[src/rtl/vec_mul_pipe.sv]
// vec_mul_pipe: LANES independent WIDTHxWIDTH integer multipliers behind a STAGES-deep pipe with one global advance.
// Optional per-lane accumulate is compiled in by defining VEC_MUL_MAC_EN.
module vec_mul_pipe #(
    parameter int WIDTH  = 8,
    parameter int LANES  = 4,
    parameter int STAGES = 2
) (
    input  logic                     clk,
    input  logic                     rst,
    input  logic                     in_valid,
    output logic                     in_ready,
    input  logic [LANES*WIDTH-1:0]   in_a,
    input  logic [LANES*WIDTH-1:0]   in_b,
    input  logic                     in_signed,
`ifdef VEC_MUL_MAC_EN
    input  logic                     in_acc,
    input  logic                     in_acc_clr,
`endif
    output logic                     out_valid,
    input  logic                     out_ready,
    output logic [LANES*2*WIDTH-1:0] out_prod
);
    localparam int PW = 2 * WIDTH;
    localparam int H  = WIDTH / 2;
    localparam int MW = WIDTH - 1 - H;

    function automatic logic signed [PW-1:0] ext_a(input logic [WIDTH-1:0] a, input logic sgn);
        logic signed [WIDTH:0] t;
        t     = $signed({sgn & a[WIDTH-1], a});
        ext_a = PW'(t);
    endfunction

    function automatic logic signed [PW-1:0] row_lo(input logic signed [PW-1:0] ax,
                                                    input logic [H-1:0] bl);
        row_lo = ax * $signed(PW'(bl));
    endfunction

    function automatic logic signed [PW-1:0] row_mid(input logic signed [PW-1:0] ax,
                                                     input logic [MW-1:0] bm);
        row_mid = (ax * $signed(PW'(bm))) <<< H;
    endfunction

    function automatic logic signed [PW-1:0] row_top(input logic signed [PW-1:0] ax,
                                                     input logic bt);
        row_top = bt ? (ax <<< (WIDTH - 1)) : '0;
    endfunction

    // The b-MSB row weighs -2^(WIDTH-1) for signed beats and +2^(WIDTH-1) for unsigned ones.
    function automatic logic signed [PW-1:0] combine(input logic signed [PW-1:0] lo,
                                                     input logic signed [PW-1:0] mid,
                                                     input logic signed [PW-1:0] top,
                                                     input logic sgn);
        combine = sgn ? (lo + mid - top) : (lo + mid + top);
    endfunction

    logic adv;
    assign adv      = !out_valid || out_ready;
    assign in_ready = adv;

    logic [LANES*PW-1:0] lo_c, mid_c, top_c;

    always_comb begin
        lo_c  = '0;
        mid_c = '0;
        top_c = '0;
        for (int i = 0; i < LANES; i++) begin
            lo_c[i*PW +: PW]  = row_lo(ext_a(in_a[i*WIDTH +: WIDTH], in_signed),
                                       in_b[i*WIDTH +: H]);
            mid_c[i*PW +: PW] = row_mid(ext_a(in_a[i*WIDTH +: WIDTH], in_signed),
                                        in_b[i*WIDTH + H +: MW]);
            top_c[i*PW +: PW] = row_top(ext_a(in_a[i*WIDTH +: WIDTH], in_signed),
                                        in_b[i*WIDTH + WIDTH - 1]);
        end
    end

    logic                fin_vld;
    logic                fin_sgn;
    logic [LANES*PW-1:0] fin_lo, fin_mid, fin_top;
`ifdef VEC_MUL_MAC_EN
    logic                fin_acc;
    logic                fin_clr;
`endif

    generate
        if (STAGES == 1) begin : g_direct
            assign fin_vld = in_valid;
            assign fin_sgn = in_signed;
            assign fin_lo  = lo_c;
            assign fin_mid = mid_c;
            assign fin_top = top_c;
`ifdef VEC_MUL_MAC_EN
            assign fin_acc = in_acc;
            assign fin_clr = in_acc_clr;
`endif
        end else begin : g_pipe
            localparam int D = STAGES - 1;

            logic                vld_p [D];
            logic                sgn_p [D];
            logic [LANES*PW-1:0] lo_p  [D];
            logic [LANES*PW-1:0] mid_p [D];
            logic [LANES*PW-1:0] top_p [D];
`ifdef VEC_MUL_MAC_EN
            logic                acc_p [D];
            logic                clr_p [D];
`endif

            // Stage p0: partial-product rows; later pN stages carry them until the final sum.
            always_ff @(posedge clk) begin
                if (rst) begin
                    for (int k = 0; k < D; k++) vld_p[k] <= 1'b0;
                end else if (adv) begin
                    vld_p[0] <= in_valid;
                    for (int k = 1; k < D; k++) vld_p[k] <= vld_p[k-1];
                end
            end

            always_ff @(posedge clk) begin
                if (adv) begin
                    sgn_p[0] <= in_signed;
                    lo_p[0]  <= lo_c;
                    mid_p[0] <= mid_c;
                    top_p[0] <= top_c;
`ifdef VEC_MUL_MAC_EN
                    acc_p[0] <= in_acc;
                    clr_p[0] <= in_acc_clr;
`endif
                    for (int k = 1; k < D; k++) begin
                        sgn_p[k] <= sgn_p[k-1];
                        lo_p[k]  <= lo_p[k-1];
                        mid_p[k] <= mid_p[k-1];
                        top_p[k] <= top_p[k-1];
`ifdef VEC_MUL_MAC_EN
                        acc_p[k] <= acc_p[k-1];
                        clr_p[k] <= clr_p[k-1];
`endif
                    end
                end
            end

            assign fin_vld = vld_p[D-1];
            assign fin_sgn = sgn_p[D-1];
            assign fin_lo  = lo_p[D-1];
            assign fin_mid = mid_p[D-1];
            assign fin_top = top_p[D-1];
`ifdef VEC_MUL_MAC_EN
            assign fin_acc = acc_p[D-1];
            assign fin_clr = clr_p[D-1];
`endif
        end
    endgenerate

    logic [LANES*PW-1:0] prod_c, load_c;

    always_comb begin
        prod_c = '0;
        for (int i = 0; i < LANES; i++) begin
            prod_c[i*PW +: PW] = combine(fin_lo[i*PW +: PW], fin_mid[i*PW +: PW],
                                         fin_top[i*PW +: PW], fin_sgn);
        end
    end

`ifdef VEC_MUL_MAC_EN
    logic [LANES*PW-1:0] acc_q;

    always_comb begin
        load_c = prod_c;
        if (fin_acc && !fin_clr) begin
            for (int i = 0; i < LANES; i++) begin
                load_c[i*PW +: PW] = prod_c[i*PW +: PW] + acc_q[i*PW +: PW];
            end
        end
    end

    // Updated only when a beat actually enters the result stage, so a stall cannot re-accumulate.
    always_ff @(posedge clk) begin
        if (rst) begin
            acc_q <= '0;
        end else if (adv && fin_vld && (fin_acc || fin_clr)) begin
            acc_q <= load_c;
        end
    end
`else
    assign load_c = prod_c;
`endif

    // Result stage: last register of the pipe.
    always_ff @(posedge clk) begin
        if (rst) begin
            out_valid <= 1'b0;
            out_prod  <= '0;
        end else if (adv) begin
            out_valid <= fin_vld;
            if (fin_vld) out_prod <= load_c;
        end
    end

endmodule

[config.mk]
export PLATFORM = sky130hd
export DESIGN_NAME = vec_mul_pipe
export DESIGN_NICKNAME = d
export VERILOG_FILES = /design/src/rtl/vec_mul_pipe.sv
export SDC_FILE = /design/constraint.sdc
export NUM_CORES = 1
export LEC_CHECK = 0
export ABC_AREA = 1
export CELL_PAD_IN_SITES_DETAIL_PLACEMENT = 1
export CELL_PAD_IN_SITES_GLOBAL_PLACEMENT = 1
export CORE_MARGIN = 10
export CORE_UTILIZATION = 45
export CTS_CLUSTER_DIAMETER = 40
export DETAILED_ROUTE_END_ITERATION = 8
export GPL_TIMING_DRIVEN = 1
export HOLD_SLACK_MARGIN = 0.02
export PLACE_DENSITY = 0.88
export SETUP_SLACK_MARGIN = 0.4
export SLEW_MARGIN = 20
export SYNTH_ARGS = -nofsm -noshare
export SYNTH_HDL_FRONTEND = slang
export SYNTH_SLANG_ARGS = --single-unit
[constraint.sdc]
create_clock -name clk -period 6.81 [get_ports clk]
set_input_delay 1.0215 -clock clk [delete_from_list [all_inputs] [get_ports clk]]
set_output_delay 1.0215 -clock clk [all_outputs]
set_load 0.01 [all_outputs]
* Word-level counts from Yosys, hierarchy flattened
Memory sizes are Yosys's and may differ from the RTL's.
Index checks and enable logic that the tools add are counted.
** Storage, ports and cells
- Output and inout bits :: 66
- RAM bits :: 178
- Register bits :: 65
- Input port bits :: 69
- Memories kept :: 5
- Logic and storage cells :: 51
** Memory list
- g_pipe.lo_p :: depth 1, width 64, rd ports 1, clocked after memory_dff 0, wr ports 1, RTL line 100 : logic [LANES*PW-1:0] lo_p [D];
- g_pipe.top_p :: depth 1, width 64, rd ports 1, clocked after memory_dff 0, wr ports 1, RTL line 102 : logic [LANES*PW-1:0] top_p [D];
- g_pipe.mid_p :: depth 1, width 48, rd ports 1, clocked after memory_dff 0, wr ports 1, RTL line 101 : logic [LANES*PW-1:0] mid_p [D];
- g_pipe.sgn_p :: depth 1, width 1, rd ports 1, clocked after memory_dff 0, wr ports 1, RTL line 99 : logic sgn_p [D];
- g_pipe.vld_p :: depth 1, width 1, rd ports 1, clocked after memory_dff 0, wr ports 1, RTL line 98 : logic vld_p [D];
** Operators by class
- Multipliers :: 8
- Bitwise operators :: 4
- Add/sub/neg operators :: 12
- Reductions and logical operators :: 4
- Muxes and demuxes :: 16
** Operators by type and width (number)
- adder 16 bit :: 8
- 2-to-1 mux 16 bit :: 8
- subtractor 16 bit :: 4
- multiplier 9 x 5 -> 14 bit :: 4
- multiplier 9 x 4 -> 12 bit :: 4
- 2-to-1 mux 1 bit :: 8
- AND 1 bit :: 4
- AND reduction 2 bit :: 1
- zero test 1 bit :: 1
- logical OR 1 bit :: 1
- OR reduction 1 bit :: 1

* Depth between registers and ports, before layout
- Depth in word-level cells :: 7
- Mapped depth :: 20
- Depth with buffers taken out :: 20

* Least setup slack after synthesis
OpenSTA, ideal clock, no wires.
- Path type :: input to output
- From :: in out_ready
- To :: out in_ready
- Required time :: 5788 ps
- Arrival time :: 3860 ps
- Stages :: 2
- Buffers on the path :: 0
- Slack :: 1928 ps
- Cell sequence :: nor2_2 > inv_1
** On the way
- Cells in the longest elaborated chain, start to end :: 1
** Ends and longest elaborated chain
- start: declaration :: RTL line 20 : input logic out_ready,
- logical OR 1 bit :: RTL line 57 : assign adv = !out_valid || out_ready;
- end: declaration :: RTL line 11 : output logic in_ready,
No other way between the ends.

* Worst setup path in the final report
- From :: in in_signed
- To :: mem g_pipe.lo_p[0][62] (netlist name) (data pin)
** On the way
- Cells in the longest elaborated chain, start to end :: 2
** Ends and longest elaborated chain
- start: declaration :: RTL line 14 : input logic in_signed,
- AND 1 bit :: RTL line 29 : t = $signed({sgn & a[WIDTH-1], a});
- multiplier 9 x 5 -> 14 bit :: RTL line 35 : row_lo = ax * $signed(PW'(bl));
- via lo_c[61] :: RTL line 60 : logic [LANES*PW-1:0] lo_c, mid_c, top_c;
- end: declaration :: RTL line 100
The timed path passes the listed nets, and every way through them passes these cells.

==> metrics.md <==
| Metric | Value |
|---|---|
| Post-Syn Area | `21400 µm²` |
| Clk root buf | `clkbuf_16` |
| WL met2 | `31.4 mm` |
| Cell taking the most area after synthesis | `edfxtp_1` |
| Leakage Power | `13.8 nW` |
| H-tree depth | `2` |
| Vias per cell | `5.11` |
| Mean Syn Cell Area | `7.64 µm²` |
| Setup TNS | `0 ns` |
| Core Area | `46800 µm²` |
| Synth warn | `0` |
| Yosys reg bits | `207` |
| Fin crit share | `68.1%` |
| Routability-driven placement congestion ratio | `0.874` |
| Startpoint Class | `input port` |
| Num CTS Buffers | `35` |
| Via count | `18000` |
| Largest cells by area after synthesis | `edfxtp_1 20%, ha_1 15%, inv_1 12%` |
| Die W | `238 µm` |
| DRC | `0` |
| Die Height | `238 µm` |
| Largest net degree at the start of global routing | `98` |
| I/O Buffers | `134` |
| Avg WL per Cell | `17.1 µm` |
| P per Cell Area | `377 nW/µm²` |
| Nets | `3333` |
| Vias in the first global route | `20300` |
| WS Path Type | `input port to flip-flop` |
| Clock Pin Slew Worst Setup and Hold Paths | `0.05 ns` |
| Max Root-Sink Buffers | `3` |
| DP Wirelength | `48.0 mm` |
| Post-layout min period | `4.64 ns` |
| Die ar. | `56600 µm²` |
| Fin util | `52.0%` |
| Worst path max stage delay | `0.91 ns` |
| WL met1 | `25.1 mm` |
| Worst r2r src | `g_pipe.sgn_p[0]` |
| Final instance area | `24300 µm²` |
| Max Fclk | `215 MHz` |
| Async set or reset register ratio after synthesis | `0%` |
| Post-placement cell count | `3454` |
| Highest routed layer | `met5` |
| Run status | `completed` |
| Met3 wire len | `2.29 mm` |
| DRT Pass-1 Iters | `5` |
| Crit path max-delay family | `adder cells` |
| Worst Tran Pin Value | `0.957 ns` |
| Core Rows | `79` |
| Syn nets | `3244` |
| DR iter-0 viols | `806` |
| Synth cell count leaders | `693 x inv_1, 572 x nand2_1, 264 x ha_1` |
| Global-route wire length before repair | `100 mm` |
| Synth top area share | `20.0%` |
| Io pins | `135` |
| Setup Skew | `0.0134 ns` |
| Clock sinks | `207` |
| Critical path endpoint category | `flip-flop` |
| Most used DFF post-synth | `edfxtp_1` |
| Worst slew margin | `36.2%` |
| Max Slew Vio Count | `0` |
| Library cells used by synthesis | `46` |
| Layout cells sized above 1 | `4.77%` |
| Total Routed Length | `60.3 mm` |
| Post-synthesis sequential area ratio | `26.0%` |
| Final setup fails | `0` |
| Worst EP arrival | `4.92 ns` |
| Buf/Inv on CP | `4` |
| Final std cells w/o fill | `3519` |
| Cell count after synthesis | `2795` |
| Clock tree from TritonCTS | `yes` |
| Post-synth EDFFs | `142` |
| VDD IR max | `221 µV` |
| Setup repair after global routing missed its margin | `false` |
| Setup bufs post-CTS | `0` |
| Initial antenna violation count | `2` |
| Cell Area, Placed | `23100 µm²` |
| GRT Util Overall | `21.5%` |
| Fillers | `5771` |
| Total power | `0.00917 W` |
| Area Overhead vs Synth | `13.7%` |
| CTS resizes | `0` |
| Starting density of the core | `45.7%` |
| Most frequent cell after synthesis | `inv_1` |
| Hold_buf cts | `0` |
| HP Class | `flip-flop to flip-flop` |
| Worst skew pair latency | `0.53 ns` |
| Grt ovf | `0` |
| Worst EP required | `7.09 ns` |
| Slowest cell on crit path | `clkdlybuf4s50_1` |
| Maximum fanout along the worst path | `7` |
| Final hold viol count | `0` |
| Max cap viols | `0` |
| Routed Antenna Nets | `0` |
| Min-delay src | `g_pipe.lo_p[0][2]` |
| Worst path cell trace | `clkdlybuf4s50_1 > nand2_2 > inv_2 > nand2_1 > ha_1 > fa_1 > inv_1 > fa_1 > inv_1 > ha_1 > nand2_1 > nor2_1 > a211oi_1 > o21ai_0 > xor2_1` |
| Critical Path Start | `in_signed` |
==> routing by layer <==
layer / up-vias / GRT usage, %
met5: - / 0
li1: 8735 / -
met2: 298 / 40.9
met3: 114 / 3.25
met4: 2 / 6.00
met1: 8825 / 24.3
==> registers in the layout, summed over array words and instances, names as in the netlist <==
register / cells
g_pipe.sgn_p: 1
g_pipe.mid_p: 48
out_valid: 1
g_pipe.lo_p: 56
g_pipe.vld_p: 1
out_prod: 64
g_pipe.top_p: 36
==> logic make-up (layout without fill, tap and decap cells) <==
kind of cell	Yosys count	after routing	synth area share [%]
other cells	0	1	0
fa+ha+maj	380	380	26.3
xor+xnor	166	166	6.95
flops	207	207	26.0
compound gates	303	303	8.36
buf+inv	798	914	14.2
simple gates	941	941	18.1
==> worst min-delay path, cell delays in order, from the launching register on <==
cell and delay, ns:
edfxtp_1 0.32, nor2_1 0.05, nor2_1 0.09
==> placed cells by master, fill, tap and decap left out, types with 4 or more instances in the layout <==
cell	count
clkdlybuf4s50_1	134
o211ai_1	4
a211oi_1	6
edfxtp_1	142
nand3_1	101
nor3_1	5
o21bai_2	4
o21ai_1	19
xnor2_1	48
nand2_1	572
inv_1	692
ha_1	264
inv_6	5
nor2_2	8
a21oi_2	8
nor2_1	204
buf_4	5
clkinv_2	4
nand2_4	4
a21o_1	19
o2111ai_1	5
a21oi_1	133
o21bai_4	4
clkbuf_1	4
fa_1	116
o21ai_0	82
nand3b_1	6
inv_2	17
nand2_2	15
clkbuf_16	36
clkinv_4	5
o31ai_1	8
dfxtp_1	65
nand4_1	19
xor2_1	114
==> cell type report <==
type | count | area, µm² | share of cell area (%)
Inverter | 711 | 2680 | 11.0
Sequential cell | 207 | 5570 | 22.9
Antenna cell | 1 | 2.50 | 0.0103
Clock buffer | 42 | 943 | 3.88
Clock inverter | 22 | 209 | 0.860
Tap cell | 607 | 759 | 3.13
Timing Repair Buffer | 139 | 1380 | 5.68
Multi-Input combinational cell | 1790 | 12800 | 52.5
==> power by group <==
part | internal, W | leakage [nW] | switching [W]
logic | 0.00213 | 11.1 | 0.00340
clock network | 0.00108 | 0.557 | 0.000662
registers | 0.00172 | 2.08 | 0.000180
total | 0.00493 | 13.8 | 0.00424
==> final timing paths <==
kind                   endpoint  slack [ns]  cells past startpoint
max          g_pipe.lo_p[0][62]        2.17                     15
min reg2reg         out_prod[2]        0.48                      2
min                 out_prod[2]        0.48                      2
max reg2reg        out_prod[47]        3.30                     15
==> per-stage QoR <==
stage	worst slack, ns	hold slack (ns)
after detailed placement	1.63	0.474
after floorplan	1.93	0.447
after global placement	1.75	0.462
final	2.17	0.482
after CTS	2.18	0.488
after global routing	1.96	0.505
(Power assumes the default switching activity.)
